## config.mk

```make
export PLATFORM = sky130hd
export DESIGN_NAME = pcpi_result_nibble_tx
export DESIGN_NICKNAME = d
export VERILOG_FILES = /design/src/rtl/pcpi_bridge_pkg.sv /design/src/rtl/pcpi_sync_ff.sv /design/src/rtl/pcpi_result_nibble_tx.sv
export SDC_FILE = /design/constraint.sdc
export NUM_CORES = 1
export LEC_CHECK = 0
export ABC_AREA = 1
export BUFFER_PORTS_ARGS = -buffer_cell sky130_fd_sc_hd__buf_2
export CORE_UTILIZATION = 50
export CTS_CLUSTER_SIZE = 14
export DETAILED_ROUTE_END_ITERATION = 10
export GPL_TIMING_DRIVEN = 0
export PLACE_DENSITY_LB_ADDON = 0.3
export SYNTH_ARGS = -nofsm -noshare
export SYNTH_HDL_FRONTEND = slang
export SYNTH_SLANG_ARGS = --single-unit
```

## constraint.sdc

```tcl
create_clock -name clk -period 2.3 [get_ports clk]
set_input_delay 0.115 -clock clk [delete_from_list [all_inputs] [get_ports clk]]
set_output_delay 0.115 -clock clk [all_outputs]
set_load 0.02 [all_outputs]
```

## src/rtl/pcpi_bridge_pkg.sv

```systemverilog
// Shared constants and state encoding for the nibble-serial PCPI bridge
// (outbound result transmitter and inbound instruction receiver).
package pcpi_bridge_pkg;

  localparam int PCPI_NIB_W   = 4;
  localparam int PCPI_DATA_W  = 32;
  localparam int PCPI_NUM_NIB = PCPI_DATA_W / PCPI_NIB_W;

  typedef enum logic [1:0] {
    ST_IDLE    = 2'd0,
    ST_ARM     = 2'd1,
    ST_SEND    = 2'd2,
    ST_RELEASE = 2'd3
  } pcpi_nib_state_e;

  function automatic int num_nib(input int data_w, input int nib_w);
    return data_w / nib_w;
  endfunction

  // Counter width that stays legal even for a single-nibble word.
  function automatic int cnt_w(input int n);
    return (n > 1) ? $clog2(n) : 1;
  endfunction

endpackage

```

## src/rtl/pcpi_sync_ff.sv

```systemverilog
// Multi-flop single-bit synchroniser with synchronous active-low reset to 0.
module pcpi_sync_ff #(
  parameter int STAGES = 2
) (
  input  logic clk,
  input  logic rst_n,
  input  logic d,
  output logic q
);

  logic [STAGES-1:0] sync_q;
  logic [STAGES-1:0] sync_d;

  always_comb sync_d = {sync_q[STAGES-2:0], d};

  always_ff @(posedge clk) begin
    if (!rst_n) sync_q <= '0;
    else        sync_q <= sync_d;
  end

  assign q = sync_q[STAGES-1];

endmodule

```

## src/rtl/pcpi_result_nibble_tx.sv

```systemverilog
// Nibble-serial return path: captures a PCPI result word and sends it to the
// host LSB nibble first, one four-phase valid/ack handshake per nibble.
module pcpi_result_nibble_tx
  import pcpi_bridge_pkg::*;
#(
  parameter int DATA_W      = PCPI_DATA_W,
  parameter int NIB_W       = PCPI_NIB_W,
  parameter int SYNC_STAGES = 2
) (
  input  logic              clk,
  input  logic              rst_n,
  input  logic              load_valid,
  input  logic [DATA_W-1:0] load_data,
  output logic              load_ready,
  input  logic              host_ack,
  output logic [NIB_W-1:0]  nib_out,
  output logic              nib_valid,
  output logic              nib_last,
  output logic              busy,
  output logic              done
);

  localparam int NUM_NIB = num_nib(DATA_W, NIB_W);
  localparam int CNT_W   = cnt_w(NUM_NIB);
  localparam logic [CNT_W-1:0] LAST_IDX = CNT_W'(NUM_NIB - 1);

  logic ack_s;

  pcpi_sync_ff #(.STAGES(SYNC_STAGES)) u_ack_sync (
    .clk   (clk),
    .rst_n (rst_n),
    .d     (host_ack),
    .q     (ack_s)
  );

  pcpi_nib_state_e   state_q, state_d;
  logic [DATA_W-1:0] shreg_q, shreg_d;
  logic [CNT_W-1:0]  count_q, count_d;
  logic [NIB_W-1:0]  nib_out_q, nib_out_d;
  logic              nib_valid_q, nib_valid_d;
  logic              nib_last_q, nib_last_d;
  logic              busy_q, busy_d;
  logic              done_q, done_d;
  logic              load_ready_q, load_ready_d;

  // Outputs are computed for the state being entered, so every port is a flop.
  always_comb begin
    state_d      = state_q;
    shreg_d      = shreg_q;
    count_d      = count_q;
    nib_out_d    = nib_out_q;
    nib_valid_d  = nib_valid_q;
    nib_last_d   = nib_last_q;
    busy_d       = busy_q;
    done_d       = 1'b0;
    load_ready_d = load_ready_q;
    case (state_q)
      ST_IDLE: begin
        if (load_valid) begin
          shreg_d      = load_data;
          count_d      = '0;
          busy_d       = 1'b1;
          load_ready_d = 1'b0;
          // A host ack still high from an earlier transfer must drop first.
          if (ack_s) begin
            state_d = ST_ARM;
          end else begin
            state_d     = ST_SEND;
            nib_valid_d = 1'b1;
            nib_out_d   = load_data[NIB_W-1:0];
            nib_last_d  = (LAST_IDX == '0);
          end
        end
      end
      ST_ARM: begin
        if (!ack_s) begin
          state_d     = ST_SEND;
          nib_valid_d = 1'b1;
          nib_out_d   = shreg_q[NIB_W-1:0];
          nib_last_d  = (count_q == LAST_IDX);
        end
      end
      ST_SEND: begin
        if (ack_s) begin
          state_d     = ST_RELEASE;
          nib_valid_d = 1'b0;
        end
      end
      ST_RELEASE: begin
        if (!ack_s) begin
          if (count_q == LAST_IDX) begin
            state_d      = ST_IDLE;
            done_d       = 1'b1;
            nib_out_d    = '0;
            nib_last_d   = 1'b0;
            busy_d       = 1'b0;
            load_ready_d = 1'b1;
          end else begin
            shreg_d     = shreg_q >> NIB_W;
            count_d     = count_q + 1'b1;
            state_d     = ST_SEND;
            nib_valid_d = 1'b1;
            nib_out_d   = shreg_d[NIB_W-1:0];
            nib_last_d  = (count_d == LAST_IDX);
          end
        end
      end
      default: state_d = ST_IDLE;
    endcase
  end

  always_ff @(posedge clk) begin
    if (!rst_n) begin
      state_q      <= ST_IDLE;
      shreg_q      <= '0;
      count_q      <= '0;
      nib_out_q    <= '0;
      nib_valid_q  <= 1'b0;
      nib_last_q   <= 1'b0;
      busy_q       <= 1'b0;
      done_q       <= 1'b0;
      load_ready_q <= 1'b1;
    end else begin
      state_q      <= state_d;
      shreg_q      <= shreg_d;
      count_q      <= count_d;
      nib_out_q    <= nib_out_d;
      nib_valid_q  <= nib_valid_d;
      nib_last_q   <= nib_last_d;
      busy_q       <= busy_d;
      done_q       <= done_d;
      load_ready_q <= load_ready_d;
    end
  end

  assign load_ready = load_ready_q;
  assign nib_out    = nib_out_q;
  assign nib_valid  = nib_valid_q;
  assign nib_last   = nib_last_q;
  assign busy       = busy_q;
  assign done       = done_q;

endmodule
```

# Word-level counts from Yosys, hierarchy flattened
# Cells that the tools add are included.
# W data, S select, Z words.
word_totals:
  register_bits: 48
  in_bits: 36
  output_inout_bits: 9
  wordCells: 76
classes:
  add_sub_neg: 1
  n_eq_ne: 12
  muxes: 42
  bitwise_logic: 2
  n_reduce_logical: 9
ops:
  columns: ["cell", "n"]
  rows:
  - ["$mux W32", 3]
  - ["$pmux W32 S2", 1]
  - ["$mux W4", 5]
  - ["$mux W1", 17]
  - ["$reduce_and A4 Y1", 4]
  - ["$mux W2", 6]
  - ["$ne A2 B2 Y1 const B", 6]
  - ["$pmux W4 S3", 1]
  - ["$mux W3", 3]
  - ["$pmux W2 S4", 1]
  - ["$eq A3 B3 Y1 const B", 2]
  - ["$pmux W3 S2", 1]
  - ["$reduce_and A5 Y1", 1]
  - ["$eq A2 B2 Y1 const B", 2]
  - ["$pmux W1 S2", 2]
  - ["$pmux W1 S4", 1]
  - ["$add A3 B1 Y3 const B", 1]
  - ["$pmux W1 S3", 1]
  - ["$reduce_bool A3 Y1", 1]
  - ["$reduce_or A3 Y1", 1]
  - ["$eq A2 B1 Y1 const B", 1]
  - ["$logic_not A2 Y1", 1]
  - ["$ne A2 B1 Y1 const B", 1]
  - ["$not A1 Y1", 2]
  - ["$reduce_bool A2 Y1", 1]

# Longest topological paths before layout
depth:
  word_depth: 5
  depth_mapped: 9
  depth_no_buf: 8

# Cells and area by module
# From an unflattened synthesis, not the netlist that was laid out.
hier_totals:
  hier_cells: 395
  area_unflattened_um2: 2528.7
modules_own_cells:
  columns: ["mod", "n_inst", "cells_per_inst", "area_per_inst_um2", "seq_area_each_um2"]
  rows:
  - ["pcpi_result_nibble_tx", 1, 389, 2473.6, 920.9]
  - ["pcpi_sync_ff", 1, 6, 55.1, 40.0]

# Least setup slack after synthesis
# No wires, ideal clock.
synth_timing:
  kind: "register to register"
  from: "reg count_q[0]"
  to: "reg count_q[1]"
  arrival_ns: 1.347
  setup_slack_ns: 0.842
  path_stages_with_launch: 10
  n_path_buf: 1
  path_cell_list: "dfxtp_1 -> ha_1 -> ha_1 -> inv_1 -> nand2_4 -> nand2_2 -> buf_2 -> nand3_1 -> nand2_1 -> nor2_1"
synth_between:
  elab_chain_len: 4
  elab_cells_between_ends: 7
  cone_classes: "add/sub (1); eq/ne (2); mux (3); reduce/logical (1)"
synth_lines:
  columns: ["item", "line_no", "text"]
  rows:
  - ["start: declaration", "pcpi_result_nibble_tx.sv:38", "logic [CNT_W-1:0] count_q, count_d;"]
  - ["start signal: assignment", "pcpi_result_nibble_tx.sv:126", "count_q <= count_d;"]
  - ["$add A3 B1 Y3", "pcpi_result_nibble_tx.sv:100", "count_d = count_q + 1'b1;"]
  - ["$mux W3", "pcpi_result_nibble_tx.sv:91", "if (count_q == LAST_IDX) begin"]
  - ["$mux W3", "pcpi_result_nibble_tx.sv:90", "if (!ack_s) begin"]
  - ["$pmux W3 S2", "pcpi_result_nibble_tx.sv:57", "case (state_q)"]
# Parallel ways exist; a longest one is shown, timed or not. The select of a mux whose other input is x is not followed.
# A chain may end at the register's enable or synchronous reset.

# Final worst setup path
layout_timing:
  from: "reg count_q[1]"
  to: "reg shreg_q[1]"
layout_between:
  elab_chain_len: 3
layout_lines:
  columns: ["item", "line_no", "text"]
  rows:
  - ["$eq A3 B3 Y1", "pcpi_result_nibble_tx.sv:91", null]
  - ["$ne A2 B2 Y1 (no source line)", null, null]
  - ["$reduce_and A4 Y1 (no source line)", null, null]
  - ["end signal: assignment", "pcpi_result_nibble_tx.sv:125", "shreg_q <= shreg_d;"]
  - ["end: declaration", "pcpi_result_nibble_tx.sv:37", "logic [DATA_W-1:0] shreg_q, shreg_d;"]
# No other way between the ends.

==> impl_metrics.ini <==
[outcome]
outcome = finished, final reports clean

[floorplan]
coreArea_mm2 = 0.004817
die_h_um = 73.36
die_width_um = 73.36
ios = 45
rows = 25
start_util_pct = 52.86
dieArea_mm2 = 0.005382

[grt]
grt_busiest_layer = met2
met1_usage_pct = 29.20
gr-usage-all-layers_pct = 22.81
antenna_found_initial = 0
grt_pass1_vias = 2224
grt_start_max_net_pins = 14
grt_util_met3_pct = 4.938
grt-ovfl-total = 0
grt_pass1_wl_mm = 9.549
use_met2_pct = 37.35

[final_layout]
antenna_cells = 0
fin_nets = 484
syn_to_final_growth_pct = 15.92
drive_gt1_share_pct = 16.89
final_common_cell = nand2_1
layout_common_cells = 140 x nand2_1, 85 x nor2_1, 53 x buf_2

[synth]
avgSynthCellArea_um2 = 6.479
synth_area_leaders = dfxtp_1 38%, nand2_1 21%, nor2_1 13%
synth-seq-area-share_pct = 37.74
synth-edff-count = 0
synth_nets = 433
ys_warn_count = 0
syn_inst = 393
synth_ff_type = dfxtp_1
syn_area_mm2 = 0.002546
yosysTopAreaCell = dfxtp_1
synth.top_cell.area_share_pct = 37.74
synth_seq_cells = 48
yosysUniqueCellTypes = 24
synthArstFlopShare_pct = 0

[sta]
period_needed_ps = 1713
fmax_ghz = 0.5839
drv_slew = 0
hold_viol = 0
max_slew_margin_pct = 62.55
layout_setup_ws_ps = 587.3
rsz0062_at_grt = false
tns_ps = 0
fin_crit_sh_pct = 74.47
tightestPinTransition_ps = 561.7
setup_viol = 0
fin_worst_skew_ps = 3.533

[worst_setup_path]
required_ps = 2510
cp_max_fo = 10
critPathLaunchType = flip-flop
regToRegSetupSlack_ps = 590
end_kind = flip-flop
worstPathArrival_ps = 1920
worstSetupPathType = reg2reg

[clocking]
insertion_delay_ps = 300
cts_buffer_depth = 2
clockRootBuffer = clkbuf_8
h-tree-depth = 2
cts_buffers = 5
clk_pin_slew_ps = 90
postCtsSetupBuffers = 0
cts_tree = done
clock_sinks = 48

[detailed_routing]
wl_mm = 5.705
ant_nets = 0
route.vias.total = 2532
viasPerCell = 4.955
dr.pass1.iters = 4
drt_iter0_drc = 200
wl_per_cell_um = 11.16
drc_errors = 0

[power]
irDropWorstVdd_uv = 379.7
powerDensity_mw_per_mm2 = 676.7
p_leak_nw = 1.553

[place]
dpl_worst_slack_ps = 632.0
hpwl_mm = 3.920
io_buffers = 43
gp_congestion = 0.8196

[worst_hold_path]
hp-class = in2reg

[job]
cap_viol_max_count = 0
-- state kept, by name, summed over array words and instances (netlist names) --
register and count:
shreg_q 32, nib_out 4, count_q 3, state_q 2, u_ack_sync.sync_q 2, busy 1
done 1, load_ready 1, nib_last 1, nib_valid 1
-- synth_stat cells, types with 2 or more instances --
cell      number
nand2_1      140
o21ai_0        7
inv_1         15
nand2_4        2
nand2_2        3
clkbuf_1       5
nand3_1       28
nor2_1        85
buf_1          2
ha_1           4
buf_2         10
buf_6          4
nand3b_1      29
a21oi_1        2
dfxtp_1       48
-- kinds of logic (layout without fill, tap and decap cells) --
family	after synthesis	count (layout)	share of synthesized area (%)
adders and majority gates	4	4	1.966
DFF	48	48	37.74
and+or+nand+nor	291	291	49.98
buffers and inverters	39	90	7.666
AOI/OAI and AO/OA	11	11	2.654
-- metrics by stage --
step	power (mW)	std cells	hold slack, ps	instance area, um^2	util, %
floorplan	1.343	393	212.6	2546	-
global route	2.122	511	110.2	2952	61.27
detailed placement	1.466	503	298.4	2845	59.06
finish	1.997	511	78.03	2952	61.27
global placement	1.450	503	301.6	2845	59.06
CTS	2.012	511	78.49	2952	61.27
-- final timing paths --
path / endpoint / startpoint / depth (start not counted)
worst max register to register: shreg_q[1]$_SDFFE_PN0P_ / count_q[1]$_SDFFE_PN0P_ / 9
worst max-delay path: shreg_q[1]$_SDFFE_PN0P_ / count_q[1]$_SDFFE_PN0P_ / 9
worst min register to register: u_ack_sync.sync_q[1]$_SDFF_PN0_ / u_ack_sync.sync_q[0]$_SDFF_PN0_ / 2
worst min-delay path: busy$_SDFFE_PN0P_ / load_valid / 3
-- cell type report --
cell class,count,area (um^2)
fill,483,1866
buffer,22,128.9
multi-input combinational,306,1390
tap,67,83.83
inverter,17,66.31
clock buffer,7,96.34
timing repair buffer,44,225.2
sequential,48,960.9
-- worst max-delay path, cell delays in order (launching register included) --
cell	delay, ps
dfxtp_1	340
ha_1	200
ha_1	180
inv_1	150
nand2_4	80
nand2_2	150
buf_2	260
nand3b_1	120
nand2_1	70
nor2_1	40
-- timing repair --
action / 4_1_cts / 5_1_grt
endpoints found under the hold margin: 1 / 0
resized for setup: 0 / 0
hold buffers: 1 / 0
-- power breakdown --
part | internal, mW | total (mW) | switching [mW]
sequential | 0.931 | 0.982 | 0.0511
combinational | 0.188 | 0.469 | 0.281
clock | 0.268 | 0.546 | 0.278
total | 1.39 | 2.00 | 0.610
-- metal layers --
| metal | part of all wire, % | wire length [um] |
|---|---|---|
| met2 | 46 | 2646 |
| met3 | 6.0 | 344 |
| met1 | 46 | 2597 |
| met5 | 0 | 0 |
| met4 | 2.0 | 116 |
(Power assumes the default switching activity.)
